## src/rtl/cpu_defs.sv

```systemverilog
// cpu_defs: shared execute-stage definitions for the MIPS core.
// This file holds the divider state encoding and the alucontrol codes that request a divide.
package cpu_defs;
   typedef enum logic [1:0] {
      DIV_IDLE = 2'd0,
      DIV_ZERO = 2'd1,
      DIV_ON   = 2'd2,
      DIV_END  = 2'd3
   } div_state_e;

   localparam logic [3:0] ALU_DIV  = 4'b1000;
   localparam logic [3:0] ALU_DIVU = 4'b1001;

   // The execute stage decodes start_i and signed_i with these two helpers.
   function automatic logic is_div(input logic [3:0] alucontrol);
      return (alucontrol == ALU_DIV) || (alucontrol == ALU_DIVU);
   endfunction

   function automatic logic is_signed_div(input logic [3:0] alucontrol);
      return alucontrol == ALU_DIV;
   endfunction
endpackage

```

## src/rtl/div_step.sv

```systemverilog
// div_step: one restoring-division iteration.
// It shifts {rem, dvd} left by one, then trial-subtracts the divisor.
module div_step #(
   parameter int WIDTH = 32
) (
   input  logic [WIDTH:0]   rem_i,
   input  logic [WIDTH-1:0] dvd_i,
   input  logic [WIDTH-1:0] dvs_i,
   output logic [WIDTH:0]   rem_o,
   output logic [WIDTH-1:0] dvd_o
);
   // One extra bit beyond the remainder keeps the trial sign unambiguous.
   logic [WIDTH+1:0] sh, diff;
   assign sh    = {rem_i, dvd_i[WIDTH-1]};
   assign diff  = sh - {2'b00, dvs_i};
   assign rem_o = diff[WIDTH+1] ? sh[WIDTH:0] : diff[WIDTH:0];
   assign dvd_o = {dvd_i[WIDTH-2:0], ~diff[WIDTH+1]};
endmodule

```

## src/rtl/div_unit.sv

```systemverilog
// div_unit: multi-cycle radix-2 restoring divider for the execute stage.
// The result {remainder, quotient} feeds the HI/LO write, and stall_o holds the pipeline.
module div_unit #(
   parameter int WIDTH = 32,
   parameter int CNT_W = 6
) (
   input  logic               clk,
   input  logic               rst,
   input  logic               start_i,
   input  logic               signed_i,
   input  logic               annul_i,
   input  logic [WIDTH-1:0]   opdata1_i,
   input  logic [WIDTH-1:0]   opdata2_i,
   output logic [2*WIDTH-1:0] result_o,
   output logic               ready_o,
   output logic               stall_o
);
   import cpu_defs::*;

   div_state_e         state_q, state_d;
   logic [CNT_W-1:0]   cnt_q, cnt_d;
   logic [WIDTH:0]     rem_q, rem_d, rem_n;
   logic [WIDTH-1:0]   dvd_q, dvd_d, dvd_n, dvs_q, dvs_d;
   logic               qneg_q, qneg_d, rneg_q, rneg_d;
   logic [2*WIDTH-1:0] result_q, result_d;
   logic               ready_q, ready_d;
   logic               s1, s2;
   logic [WIDTH-1:0]   quo_fix, rem_fix;

   div_step #(.WIDTH(WIDTH)) u_step (
      .rem_i(rem_q),
      .dvd_i(dvd_q),
      .dvs_i(dvs_q),
      .rem_o(rem_n),
      .dvd_o(dvd_n)
   );

   assign s1      = signed_i & opdata1_i[WIDTH-1];
   assign s2      = signed_i & opdata2_i[WIDTH-1];
   assign quo_fix = qneg_q ? -dvd_n : dvd_n;
   assign rem_fix = rneg_q ? -rem_n[WIDTH-1:0] : rem_n[WIDTH-1:0];

   always_comb begin
      state_d  = state_q;
      cnt_d    = cnt_q;
      rem_d    = rem_q;
      dvd_d    = dvd_q;
      dvs_d    = dvs_q;
      qneg_d   = qneg_q;
      rneg_d   = rneg_q;
      result_d = result_q;
      ready_d  = ready_q;
      if (annul_i) begin
         state_d  = DIV_IDLE;
         ready_d  = 1'b0;
         result_d = '0;
      end else begin
         case (state_q)
            DIV_IDLE: begin
               ready_d  = 1'b0;
               result_d = '0;
               if (start_i && opdata2_i == '0) begin
                  state_d = DIV_ZERO;
               end else if (start_i) begin
                  // Magnitudes are divided unsigned; the signs are reapplied when the result is written.
                  state_d = DIV_ON;
                  cnt_d   = '0;
                  rem_d   = '0;
                  dvd_d   = s1 ? -opdata1_i : opdata1_i;
                  dvs_d   = s2 ? -opdata2_i : opdata2_i;
                  qneg_d  = s1 ^ s2;
                  rneg_d  = s1;
               end
            end
            DIV_ZERO: begin
               state_d  = DIV_END;
               ready_d  = 1'b1;
               result_d = '0;
            end
            DIV_ON: begin
               rem_d = rem_n;
               dvd_d = dvd_n;
               cnt_d = cnt_q + 1'b1;
               if (cnt_q == CNT_W'(WIDTH - 1)) begin
                  state_d  = DIV_END;
                  ready_d  = 1'b1;
                  result_d = {rem_fix, quo_fix};
               end
            end
            default: begin
               if (!start_i) begin
                  state_d  = DIV_IDLE;
                  ready_d  = 1'b0;
                  result_d = '0;
               end
            end
         endcase
      end
   end

   always_ff @(posedge clk or negedge rst) begin
      if (!rst) begin
         state_q  <= DIV_IDLE;
         cnt_q    <= '0;
         rem_q    <= '0;
         dvd_q    <= '0;
         dvs_q    <= '0;
         qneg_q   <= 1'b0;
         rneg_q   <= 1'b0;
         result_q <= '0;
         ready_q  <= 1'b0;
      end else begin
         state_q  <= state_d;
         cnt_q    <= cnt_d;
         rem_q    <= rem_d;
         dvd_q    <= dvd_d;
         dvs_q    <= dvs_d;
         qneg_q   <= qneg_d;
         rneg_q   <= rneg_d;
         result_q <= result_d;
         ready_q  <= ready_d;
      end
   end

   assign result_o = result_q;
   assign ready_o  = ready_q;
   assign stall_o  = start_i & ~ready_q;
endmodule

```

## config.mk

```make
export PLATFORM = sky130hd
export DESIGN_NAME = div_unit
export DESIGN_NICKNAME = d
export VERILOG_FILES = /design/src/rtl/cpu_defs.sv /design/src/rtl/div_step.sv /design/src/rtl/div_unit.sv
export SDC_FILE = /design/constraint.sdc
export NUM_CORES = 1
export LEC_CHECK = 0
export ABC_AREA = 1
export ABC_CLOCK_PERIOD_IN_PS = 4700
export BUFFER_PORTS_ARGS = -buffer_cell sky130_fd_sc_hd__buf_2
export CORE_ASPECT_RATIO = 1.2
export CORE_UTILIZATION = 40
export DETAILED_ROUTE_END_ITERATION = 12
export GPL_TIMING_DRIVEN = 0
export PLACE_DENSITY = 0.54
export SETUP_SLACK_MARGIN = 0.1
export SLEW_MARGIN = 20
export SYNTH_ARGS = -nofsm -noshare
export SYNTH_HDL_FRONTEND = slang
export SYNTH_SLANG_ARGS = --single-unit
```

## constraint.sdc

```tcl
create_clock -name clk -period 4.7 [get_ports clk]
set_input_delay 0.235 -clock clk [delete_from_list [all_inputs] [get_ports clk]]
set_output_delay 0.235 -clock clk [all_outputs]
set_load 0.02 [all_outputs]
```

* After elaboration in Yosys (flattened, before gate mapping) *
Index checks and enable logic that the tools add are counted.

storage, ports and cells
  register bits = 172
  latch bits = 0
  memory bits (writable) = 0
  bits in read-only memories = 0
  input bits = 69
  output and inout bits = 66
  word-level logic and storage cells = 70
  memories = 0

cells by class
  $add $sub $neg = 6
  $mul = 0
  div/mod/pow operators = 0
  magnitude comparators = 0
  equality and inequality tests = 9
  shift operators = 0
  muxes and demuxes = 28
  bitwise gates (word level) = 8
  reductions and logical operators = 10

operators by type and width
  kind                                                 count
  two-way mux 32 bit                                   6
  two-way mux 64 bit                                   3
  negation 32 bit                                      4
  one-hot mux 64 bit (2 select lines)                  1
  two-way mux 33 bit                                   3
  one-hot mux 33 bit (2 select lines)                  1
  one-hot mux 32 bit (2 select lines)                  1
  subtractor 34 x 32 -> 34 bit                         1
  zero test 32 bit                                     1
  two-way mux 6 bit                                    2
  one-hot mux 6 bit (2 select lines)                   1
  two-way mux 2 bit                                    5
  AND reduction 4 bit                                  2
  adder 6 x 1 -> 6 bit, second input constant          1
  equality test 6 x 5 -> 1 bit, second input constant  1
  one-hot mux 2 bit (3 select lines)                   1
  != test 5 x 1 -> 1 bit, second input constant        1
  != test 2 bit, second input constant                 2
  != test 4 x 2 -> 1 bit, second input constant        1
  != test 4 bit, second input constant                 1
  NOT 1 bit                                            4
  AND reduction 2 bit                                  2
  AND 1 bit                                            3
  two-way mux 1 bit                                    3
  other kinds (10)                                     10

* Longest topological paths before layout *
  depth after elaboration = 7
  mapped depth = 32
  mapped depth without buffers = 30

* Hierarchy *
A second synthesis with hierarchy kept.

unflattened totals
  cells, all modules = 2332
  area total of the unflattened synthesis = 14306.2 um2

by module, submodules not included
  module    times used  cells each  area each (um2)  seq. area each (um2)
  div_unit  1           1580        10628.9          4304.1
  div_step  1           752         3677.3           0.0

* Least setup slack after synthesis *
No wires, ideal clock.

  path type = register to register
  start = reg rem_q[23]
  end = reg result_q[26], in the netlist result_o[26]
  setup time = 123 ps
  data arrival time = 3755 ps
  data required time = 4577 ps
  path slack = 822 ps
  stages on the path, launching flop included = 27
  path buffers = 2
  period minus slack after synthesis = 3878 ps
  cells stage by stage = dfrtp_1 > ha_1 > a21oi_2 > inv_2 > nor2_2 > nand2_2 > a21oi_4 > nand3_4 > nand2_4 > buf_8 > buf_6 > ha_1 > inv_1 > nor3_1 > nand3_1 > nor3_1 > nand3_1 > nor3_1 > nand4_1 > nor2_1 > nor2_1 > a21oi_1 > inv_1 > a21oi_1 > a21oi_1 > o21ai_0 > nand2_1

between the ends
  cells in the longest elaborated chain, start to end = 7

ends and longest elaborated chain
  what                                 RTL line         RTL
  start: declaration                   div_unit.sv:22   logic [WIDTH:0] rem_q, rem_d, rem_n;
  start signal: assignment             div_unit.sv:115  rem_q <= rem_d;
  subtractor 34 x 32 -> 34 bit         div_step.sv:15   assign diff = sh - {2'b00, dvs_i};
  NOT 1 bit                            div_step.sv:17   assign dvd_o = {dvd_i[WIDTH-2:0], ~diff[WIDTH+1]};
  negation 32 bit                      div_unit.sv:40   assign quo_fix = qneg_q ? -dvd_n : dvd_n;
  two-way mux 32 bit                   div_unit.sv:40
  two-way mux 64 bit                   div_unit.sv:84   if (cnt_q == CNT_W'(WIDTH - 1)) begin
  one-hot mux 64 bit (2 select lines)  div_unit.sv:58   case (state_q)
  two-way mux 64 bit                   div_unit.sv:53   if (annul_i) begin
  end signal: assignment               div_unit.sv:120  result_q <= result_d;
  end: declaration                     div_unit.sv:25   logic [2*WIDTH-1:0] result_q, result_d;

Every way passes these cells. The select of a mux whose other input is x is not followed.
A chain may end at the register's enable or synchronous reset.

* Final worst setup path *
  start = reg rem_q[28]
  end = reg result_q[26], in the netlist result_o[26]

The elaborated chain is that of the path after synthesis.

==> flow_summary.toml <==
[run_status]
status = "finished clean"

[sta]
hold_violations = 0
timing.fmax_mhz = 229.3
setup_viol = 0
rsz0062_at_grt = "no"
skew_ps = 13.30
slew_violations = 0
fin_crit_sh = 0.9278
tightest_slew_ps = 766.9
slew_headroom = 0.4887
period_needed_ps = 4361
hold-worst-slack_ps = 45.87

[clocking]
htreeDepth = 4
clk_latency_ps = 450
clockRootBuffer = "clkbuf_16"
numCtsBuffers = 17
clock-sinks = 172
clkTransAtPathRegs_ps = 70
clockBufferDepth = 2
cts_tree = "built"

[yosys]
synth_nets = 1978
synth-compound-area-share = 0.1562
yosys-top-cells-area = "dfrtp_1, nand2_1, inv_1, o21ai_0, nor2_1"
synth_edf_count = 0
ys_ff_latch = 172
yosysMostFrequentCell = "nand2_1"
seq_area_frac_synth = 0.3371
synth_top_family_by_area = "simple AND/OR/NAND/NOR gates"
muxShareOfSynthArea = 0
yosys.area_share.simple = 0.3193
synth_xor_xnor_area_share = 0.05693
synth_area_per_cell_um2 = 6.839
synth_common_cells = "nand2_1, inv_1, dfrtp_1"
synthDistinctLibCells = 57
ys.flop_type = "dfrtp_1"
synthAdderAreaFrac = 0.04174
postSynth.asyncResetShare = 1.000
synthesis.area_mm2 = 0.01277
synth_top_cell_by_area = "dfrtp_1"
netlist_instances = 1867
ys_warn_count = 0
netlist.area_leader.share = 0.3371

[cells_and_area]
syn2layout_area_growth_pct = 19.28
drive_gt1_frac = 0.1642
fin_nets = 2151
post-route-util = 0.4857
antennaDiodeCount = 0

[hold_path]
min_path_type = "primary input to flip-flop"

[routing]
wirelength_mm = 43.01
vias = 12790
wire_per_inst_um = 17.53
remaining_drc_errors = 0
drt_first_pass_iters = 5
final_antenna_net_count = 0
viasPerCell = 5.210
drtIter0Drc = 785

[floorplanning]
die_x_um = 165.1
coreArea_mm2 = 0.03136
initial_core_util = 0.4072
die_h_um = 197.7
core.rowCount = 71
dieArea_mm2 = 0.03264
ios = 135

[global_routing]
grt_util_all_layers = 0.2714
grt_max_degree = 89
antenna_found_initial = 0
grt_pass1_wl_mm = 67.03
overflow = 0
grt_pass1_vias = 12590

[critical_path]
slowest_delay_ps = 430
slowest_stage = "dfrtp_1"
critPathArrivalTime_ps = 4690
critPathMostFrequentCell = "nor3_4"
cp-end-kind = "flip-flop"
path_max_fanout = 10
cp.required_ps = 5030
crit_type = "flip-flop to flip-flop"
crit_path_start_kind = "flip-flop"

[placed_design]
gp_congestion = 0.9137
io_buffer_count = 134
dp.final_hpwl_mm = 34.24

[run]
cap_violations = 0
-- cell families (layout without fill, tap and decap cells) --
logic type                 after synthesis  count (layout)
AOI/OAI and AO/OA                      337             337
adders and majority gates               42              42
and+or+nand+nor                        946             946
DFF                                    172             172
xor gates and xnor gates                83              83
buffers and inverters                  287             473
-- metal layers --
layer,GRT usage,vias to the layer above,wire length [um]
li1,-,6461,-
met1,0.3058,6018,17430
met2,0.5102,247,23160
met3,0.03310,60,1110
met4,0.1050,0,1308
met5,0,-,0
-- stage by stage --
step	area, um2	setup WS [ps]	setup TNS, ps	std cells
global route	15230	44.90	0	2454
global placement	13940	-407.7	-1195	2402
detailed placement	13980	-394.3	-1111	2403
finish	15230	339.4	0	2454
CTS	14640	101.0	0	2437
floorplan	12770	822.4	0	1867
-- cells in the final DEF, fill, tap and decap left out, types with 6 or more instances in the layout --
master     Yosys  final
o21ai_1       26     27
o221ai_1      30     30
nand3_2        4      6
nor2_1       167    163
xnor2_1       19     19
ha_4           0     30
nand3b_1       6      6
o21ai_0      141    140
o21bai_1       7      6
a21oi_1       71     68
xor2_1        64     64
nor3_1        43     40
o22ai_1       21     21
nand2_4        8      7
nor2_2        11     15
ha_1          41     11
buf_4          4     22
buf_2          9    142
a21oi_2        6      9
nand2_1      544    541
dfrtp_2        0     10
nand2_2       19     22
nand3_1       99     97
dfrtp_1      172    162
inv_1        219    216
inv_2         10     13
clkbuf_1      35     35
clkbuf_16      0     17
nand4_1       22     22
-- timing repair --
item | in CTS | in global routing
pin swaps | 1 | 15
setup endpoints to repair | 6 | 5
hold buffers | 1 | 0
endpoints found under the hold margin | 84 | 0
setup buffers | 1 | 17
gates resized for setup | 6 | 74
-- worst max-delay path: cells and delay by family (launching register included) --
family          cells  cell delay (ps)
compound gates      6              600
simple gates       15             2240
buf+inv             5              500
flops               1              430
fa+ha+maj           2              460
-- state kept, by name, indices dropped and copies added (netlist names) --
name,cells
result_o,64
dvs_q,32
state_q,2
rneg_q,1
cnt_q,6
dvd_q,32
ready_o,1
rem_q,33
qneg_q,1
-- layout make-up --
type	count	area, um2
Buffer	56	280.3
Tap cell	401	501.7
Multi-Input combinational cell	1408	7797
Inverter	231	867.1
Fill cell	3260	16130
Clock buffer	17	425.4
Clock inverter	15	188.9
Timing Repair Buffer	154	853.3
Sequential cell	172	4317
-- path summary, 6_finish.rpt --
| check | depth (start not counted) | end | slack, ps | from |
|---|---|---|---|---|
| max | 28 | result_o[26]$_DFFE_PN0P_ | 340 | rem_q[28]$_DFFE_PN0P_ |
| max reg2reg | 28 | result_o[26]$_DFFE_PN0P_ | 340 | rem_q[28]$_DFFE_PN0P_ |
| max in group asynchronous | 3 | rem_q[4]$_DFFE_PN0P_ | 3420 | rst |
| min reg2reg | 2 | result_o[10]$_DFFE_PN0P_ | 470 | result_o[10]$_DFFE_PN0P_ |
| min | 3 | dvd_q[0]$_DFFE_PN0P_ | 50 | opdata1_i[0] |
| min in group asynchronous | 2 | dvs_q[30]$_DFFE_PN0P_ | 360 | rst |
Power is left out: the tool's default activity adds up to more than one toggle a clock period on the data nets, which glitch-free logic cannot reach.
